**config.mk**
```make
export PLATFORM = sky130hd
export DESIGN_NAME = bubble_sort_unit
export DESIGN_NICKNAME = d
export VERILOG_FILES = /design/src/rtl/bubble_sort_unit.sv
export SDC_FILE = /design/constraint.sdc
export NUM_CORES = 1
export LEC_CHECK = 0
export BUFFER_PORTS_ARGS = -buffer_cell sky130_fd_sc_hd__buf_2
export CAP_MARGIN = 25
export CELL_PAD_IN_SITES_DETAIL_PLACEMENT = 1
export CELL_PAD_IN_SITES_GLOBAL_PLACEMENT = 1
export CORE_ASPECT_RATIO = 2
export CORE_MARGIN = 5
export CORE_UTILIZATION = 38
export DETAILED_ROUTE_END_ITERATION = 10
export GPL_TIMING_DRIVEN = 0
export PLACE_DENSITY_LB_ADDON = 0.1
export SLEW_MARGIN = 0
export SYNTH_ARGS = -nofsm -noshare
export SYNTH_HDL_FRONTEND = slang
export SYNTH_SLANG_ARGS = --single-unit
```
**constraint.sdc**
```tcl
create_clock -name CLK -period 11.9 [get_ports CLK]
set_input_delay 0 -clock CLK [delete_from_list [all_inputs] [get_ports CLK]]
set_output_delay 0 -clock CLK [all_outputs]
set_load 0.05 [all_outputs]
```
**src/rtl/bubble_sort_unit.sv**
```systemverilog
// rtl/bubble_sort_unit.sv - nine-entry sequential bubble sort, one compare-exchange per clock
module bubble_sort_unit #(
  parameter int BITWIDTH = 16
) (
  input  logic                CLK,
  input  logic                RST,
  input  logic                start_i,
  input  logic [BITWIDTH-1:0] in_data0_i,
  input  logic [BITWIDTH-1:0] in_data1_i,
  input  logic [BITWIDTH-1:0] in_data2_i,
  input  logic [BITWIDTH-1:0] in_data3_i,
  input  logic [BITWIDTH-1:0] in_data4_i,
  input  logic [BITWIDTH-1:0] in_data5_i,
  input  logic [BITWIDTH-1:0] in_data6_i,
  input  logic [BITWIDTH-1:0] in_data7_i,
  input  logic [BITWIDTH-1:0] in_data8_i,
  output logic [BITWIDTH-1:0] out_data0_o,
  output logic [BITWIDTH-1:0] out_data1_o,
  output logic [BITWIDTH-1:0] out_data2_o,
  output logic [BITWIDTH-1:0] out_data3_o,
  output logic [BITWIDTH-1:0] out_data4_o,
  output logic [BITWIDTH-1:0] out_data5_o,
  output logic [BITWIDTH-1:0] out_data6_o,
  output logic [BITWIDTH-1:0] out_data7_o,
  output logic [BITWIDTH-1:0] out_data8_o,
  output logic                valid_o
);

  typedef enum logic [1:0] {IDLE, SORT, DONE} state_t;

  state_t              state;
  logic [BITWIDTH-1:0] a    [9];
  logic [BITWIDTH-1:0] in_w [9];
  logic [2:0]          p;
  logic [3:0]          j;
  logic [3:0]          j1;
  logic [3:0]          j_last;

  assign in_w[0] = in_data0_i;
  assign in_w[1] = in_data1_i;
  assign in_w[2] = in_data2_i;
  assign in_w[3] = in_data3_i;
  assign in_w[4] = in_data4_i;
  assign in_w[5] = in_data5_i;
  assign in_w[6] = in_data6_i;
  assign in_w[7] = in_data7_i;
  assign in_w[8] = in_data8_i;

  assign out_data0_o = a[0];
  assign out_data1_o = a[1];
  assign out_data2_o = a[2];
  assign out_data3_o = a[3];
  assign out_data4_o = a[4];
  assign out_data5_o = a[5];
  assign out_data6_o = a[6];
  assign out_data7_o = a[7];
  assign out_data8_o = a[8];

  assign j1     = j + 4'd1;
  // Last compare index of the current pass; each pass is one pair shorter.
  assign j_last = {1'b0, 3'd7 - p};

  always_ff @(posedge CLK) begin
    if (RST) begin
      for (int k = 0; k < 9; k++) a[k] <= '0;
      valid_o <= 1'b0;
      p       <= '0;
      j       <= '0;
      state   <= IDLE;
    end else begin
      case (state)
        IDLE, DONE: begin
          if (start_i) begin
            for (int k = 0; k < 9; k++) a[k] <= in_w[k];
            valid_o <= 1'b0;
            p       <= '0;
            j       <= '0;
            state   <= SORT;
          end
        end
        SORT: begin
          if (a[j] > a[j1]) begin
            a[j]  <= a[j1];
            a[j1] <= a[j];
          end
          if (j < j_last) begin
            j <= j + 4'd1;
          end else if (p < 3'd7) begin
            p <= p + 3'd1;
            j <= '0;
          end else begin
            valid_o <= 1'b1;
            state   <= DONE;
          end
        end
        default: state <= IDLE;
      endcase
    end
  end

endmodule

```
## Word-level counts from Yosys, hierarchy flattened

Memory sizes are Yosys's and may differ from the RTL's. A register that Yosys moved wholly into a read port is not among the register bits.
Cells that the tools add are included.

| storage, ports and cells | value |
|---|---|
| register bits | 10 |
| bits in writable memories | 144 |
| bits of input ports | 147 |
| output and inout port bits | 145 |
| word-level logic and storage cells | 79 |
| memories kept | 1 |

Memory list:

| name | depth | bits a word | read ports | clocked after memory_dff | wr ports | line | text |
|---|---|---|---|---|---|---|---|
| a | 9 | 16 | 11 | 1 | 9 | 32 | `logic [BITWIDTH-1:0] a [9];` |

| operators by class | value |
|---|---|
| add/subtract/negate cells | 3 |
| order comparisons | 3 |
| eq/ne operators | 7 |
| multiplexer cells | 43 |
| bitwise operators | 9 |
| reductions and logical operators | 9 |

Operators by type and width:

| operator | number |
|---|---|
| 16-bit two-way mux | 11 |
| 16-bit OR reduction | 2 |
| 4-bit two-way mux | 7 |
| 16-bit greater-than comparator | 1 |
| 1-bit two-way mux | 15 |
| 3-bit two-way mux | 3 |
| 1-bit OR | 9 |
| 2-bit inequality test, second input constant | 4 |
| 4-bit case mux with 2 select lines | 1 |
| 4-bit AND reduction | 2 |
| 2-bit two-way mux | 3 |
| 3-bit case mux with 2 select lines | 1 |
| 3-bit AND reduction | 2 |
| 4-bit by 1-bit adder with 4-bit output, second input constant | 1 |
| 4-bit by 3-bit < comparator with 1-bit output | 1 |
| 2-bit case mux with 2 select lines | 1 |
| 3-bit by 1-bit adder with 3-bit output, second input constant | 1 |
| 3-bit < comparator, second input constant | 1 |
| 3-bit inequality test, second input constant | 1 |
| 3-bit subtractor, first input constant | 1 |
| 2-bit by 1-bit == test with 1-bit output, second input constant | 1 |
| 2-bit == test, second input constant | 1 |
| 2-bit logical NOT | 1 |
| 1-bit case mux with 2 select lines | 1 |
| other kinds (2) | 2 |

## Depth between registers and ports, before layout

An unclocked memory read counts as a cell.

| logic depth | value |
|---|---|
| depth after elaboration | 9 |
| depth in mapped cells | 22 |
| depth with buffers taken out | 14 |

## Worst setup path after synthesis

OpenSTA, ideal clock, no wires.

| timing path | value |
|---|---|
| path kind | register -> register |
| from | reg j[0] |
| to | mem a[14][0] (enable) |
| library setup time | 0.411 ns |
| arrival | 5.853 ns |
| data required time | 11.489 ns |
| path slack | 5.636 ns |
| cell stages (with the launch flop) | 21 |
| buffers on the path | 8 |
| period minus slack after synthesis | 6.264 ns |
| path through | dfxtp_1 > buf_2 > buf_1 > inv_1 > ha_1 > buf_2 > buf_4 > mux4_2 > a211oi_1 > a21oi_4 > clkinv_1 > ha_1 > nand4_1 > a2111oi_0 > or4b_1 > buf_2 > buf_2 > buf_2 > buf_2 > nand3_1 > o21ai_0 |

RTL lines:

| item | line | text |
|---|---|---|
| from (decl) | 35 | `logic [3:0] j;` |
| from (signal assigned) | 87 | `j <= j + 4'd1;` |
| to (decl) | 32 |  |

==> metrics.yaml <==
sta:
  setup_viol: 0
  max_freq_mhz: 114
  fin_skew_ns: 0.0158
  setup_slack_ns: 3.14
  tns_ns: 0
  drv_slew: 0
  slew_headroom_pct: 19.0
  fin_crit_sh_pct: 73.6
  hold_viol: 0
  rsz0062_at_grt: "false"
  worstMarginPinSlew_ns: 1.22
  period_needed_ns: 8.76
grt:
  antenna_found_initial: 1
  busiest_layer: "met2"
  grt.overflow.total: 0
  use_met1_pct: 34.7
  grt_max_degree: 17
  grt_pass1_wl_mm: 124
  met3_usage_pct: 4.15
  grt_pass1_vias: 16800
  grt_usage_pct: 34.7
  grtUsageMet2_pct: 61.5
setup_path:
  start_kind: "register"
  crit_type: "reg -> reg"
  crit_path_frequent_cell: "buf_2"
  slowest_delay_ns: 0.83
  reg2reg_slack_ns: 3.14
  crit_start: "j[0]$_SDFFE_PP0P_"
  path_max_fanout: 10
  path_cells: "buf_2 -> buf_1 -> buf_8 -> inv_1 -> ha_1 -> buf_2 -> buf_4 -> mux4_2 -> a211oi_1 -> a21oi_4 -> clkinv_1 -> ha_1 -> nand4_1 -> a2111oi_0 -> or4b_1 -> buf_2 -> buf_2 -> buf_2 -> buf_2 -> nand3_1 -> o211ai_1 -> buf_6 -> buf_6"
  cp_num_buf_inv: 13
  crit_arrival_ns: 9.04
  cp-end-kind: "register"
  crit_family: "buffers and inverters"
  required_ns: 12.18
  crit-reg2reg-launch: "j[0]$_SDFFE_PP0P_"
  worst_path_max_delay_cell: "a2111oi_0"
drt:
  drt_iter0_markers: 1294
  vias: 15500
  antenna_left: 0
  firstDrtPassIters: 5
  via_per_inst: 6.66
  wl_per_cell_um: 38.9
  drt_wl_total_mm: 90.8
  route.detailed.drc: 0
cells_and_area:
  diodes: 0
  layout-drive-gt1-share_pct: 35.0
  nets: 1920
  area_delta_synth_final_pct: 27.7
  fin_area_mm2: 0.0224
yosys:
  yosysSeqAreaShare_pct: 45.4
  yosysWarnings: 0
  netlist_area_mm2: 0.0176
  synth_edf_count: 256
  synth.net_count: 1432
  postSynth.asyncResetShare_pct: 0
  yosysTopAreaCellShare_pct: 43.8
  syn_inst: 1259
  synth_area_per_cell_um2: 13.9
  yosysTopAreaCell: "edfxtp_1"
  netlist_top_cells_area: "edfxtp_1 44%, mux4_2 16%, mux2i_1 15%, a32oi_1 5.6%, ha_1 1.9%"
  synth_cell_types: 48
  ys_ff_latch: 270
  ys.flop_type: "edfxtp_1"
floorplanning:
  start_util_pct: 38.3
  die_w_um: 162
  dieArea_mm2: 0.0509
  pin_count: 292
  die_h_um: 314
  core_mm2: 0.0458
  placementRows: 111
clocking:
  clk_pin_slew_ns: 0.07
  cts_buffer_depth: 3
  clk-insertion-delay-late_ns: 0.58
  post_cts_resized: 0
  cts_tree: "yes"
  cts.sinks: 270
  h-tree-depth: 1
  numCtsBuffers: 28
  cts_setup_buffers: 0
  root_buffer: "clkbuf_16"
placement:
  io_buffers: 291
  gp_congestion: 1.00
  place_area_mm2: 0.0200
  pre_cts_slack_ns: 2.82
  dp_hpwl_mm: 70.9
pwr:
  seqPwrFrac_pct: 37.1
  pwr-share-comb_pct: 32.8
  switching_power_w: 0.00121
  switching_share_pct: 38.3
  cell_internal_pwr_w: 0.00196
  power_frac_clock_pct: 30.1
  report.power.total_w: 0.00317
  leakage_nw: 9.00
  ir_drop_mv: 0.100
  cellPowerDensity_mw_per_mm2: 141
job:
  drv_cap: 0
run_status:
  status: "finished, final reports clean"
hold_path:
  hold_path.startpoint: "in_data8_i[2]"
  worstHoldPathType: "in -> reg"
[logic make-up (layout without fill, tap and decap cells)]
logic type	Yosys count	count (layout)	synth area share [%]
AO/OA/AOI/OAI	212	212	9.91
adder cells (fa/ha/maj)	26	26	1.85
XOR/XNOR	3	3	0.150
AND/OR/NAND/NOR	148	148	4.38
flip-flops	270	270	45.4
buffers and inverters	185	695	5.36
multiplexers	415	415	33.0
[placed cells by master (no fill, tap or decap), drive strengths merged, types with 7 or more instances in the layout]
cell / synthesis / routed
ha: 26 / 26
dlygate4sd3: 0 / 144
a21oi: 20 / 20
and2b: 8 / 8
o221ai: 32 / 32
mux2i: 264 / 264
dfxtp: 14 / 14
nor2: 12 / 12
clkbuf: 57 / 93
inv: 30 / 32
a32oi: 113 / 113
and3: 7 / 7
nor2b: 7 / 7
a211oi: 9 / 9
nand3: 14 / 14
mux2: 23 / 23
clkinv: 4 / 14
o21ai: 22 / 22
mux4: 128 / 128
nand4: 16 / 16
nand2: 60 / 60
edfxtp: 256 / 256
buf: 94 / 408
[what timing repair did]
action	in CTS	in global routing
hold endpoints to repair	146	0
endpoints found under the setup margin	0	0
hold buffers	144	0
[cell type report]
cell class / count / area [um^2]
inverter: 34 / 128
timing repair buffer: 458 / 3200
tap: 565 / 707
fill: 4742 / 23400
multi-input combinational: 804 / 8670
buffer: 151 / 813
clock buffer: 36 / 783
sequential: 270 / 7970
clock inverter: 16 / 160
[through the flow]
step / instances / utilization (%) / hold slack, ns
global placement: 2115 / 43.0 / 0.289
floorplan: 1259 / - / 0.194
detailed placement: 2136 / 43.7 / 0.300
global route: 2334 / 48.9 / 0.0488
CTS: 2332 / 48.9 / 0.0452
finish: 2334 / 48.9 / 0.0169
[registers in the layout, indices dropped and copies added (netlist names), named ones only]
name     count
a          256
j            4
p            3
state        2
valid_o      1
[synth_stat cells (2+ instances only)]
cell type,number
and3_1,7
o211ai_1,2
buf_4,37
a22oi_1,3
o221ai_1,32
and4_1,4
inv_1,25
a211oi_1,9
a21oi_4,4
xor2_1,2
o21ai_2,5
nand3b_1,4
buf_2,44
nor4_1,2
nand2_1,60
and4_4,2
o21ai_0,6
clkinv_1,4
nor3_1,3
buf_1,6
a32oi_1,113
o21a_1,2
nand2b_1,6
mux4_2,128
a21oi_1,16
buf_6,7
nand4_1,15
mux2_2,23
and2_1,2
mux2i_1,264
inv_2,5
clkbuf_1,57
nor2b_1,7
nand3_1,14
o21ai_1,11
a21o_1,3
and2b_1,8
ha_1,26
a41o_1,2
edfxtp_1,256
nor2_1,12
dfxtp_1,14
o21bai_1,2
[routing by layer]
metal | part of all wire, % | up-vias
li1 | - | 6204
met1 | 31 | 7946
met2 | 51 | 1002
met3 | 5.9 | 382
met4 | 12 | 0
met5 | 0 | -
[worst paths after layout]
kind	to	cells past startpoint
worst min-delay path	a[8][2]$_DFFE_PP_	3
worst min register to register	p[1]$_SDFFE_PP0P_	2
worst max-delay path	a[8][12]$_DFFE_PP_	23
worst max register to register	a[8][12]$_DFFE_PP_	23
[worst reg2reg max path: cells and delay by family (launching register included)]
| kind | cells | cell delay (ns) |
|---|---|---|
| AOI/OAI and AO/OA | 4 | 2.46 |
| adders and majority gates | 2 | 0.54 |
| buffers and inverters | 13 | 3.76 |
| DFF | 1 | 0.48 |
| muxes | 1 | 0.55 |
| and+or+nand+nor | 3 | 0.66 |
[power groups by stage]
stage,clock [W],sequential (W),combinational (W)
detailed placement,0,0.00120,0.000974
CTS,0.000954,0.00118,0.00101
finish,0.000954,0.00118,0.00104
floorplan,0,0.00132,0.000432
global route,0.000988,0.00118,0.00107
global placement,0,0.00120,0.000941
No activity file was read; power rests on OpenSTA's default activity.
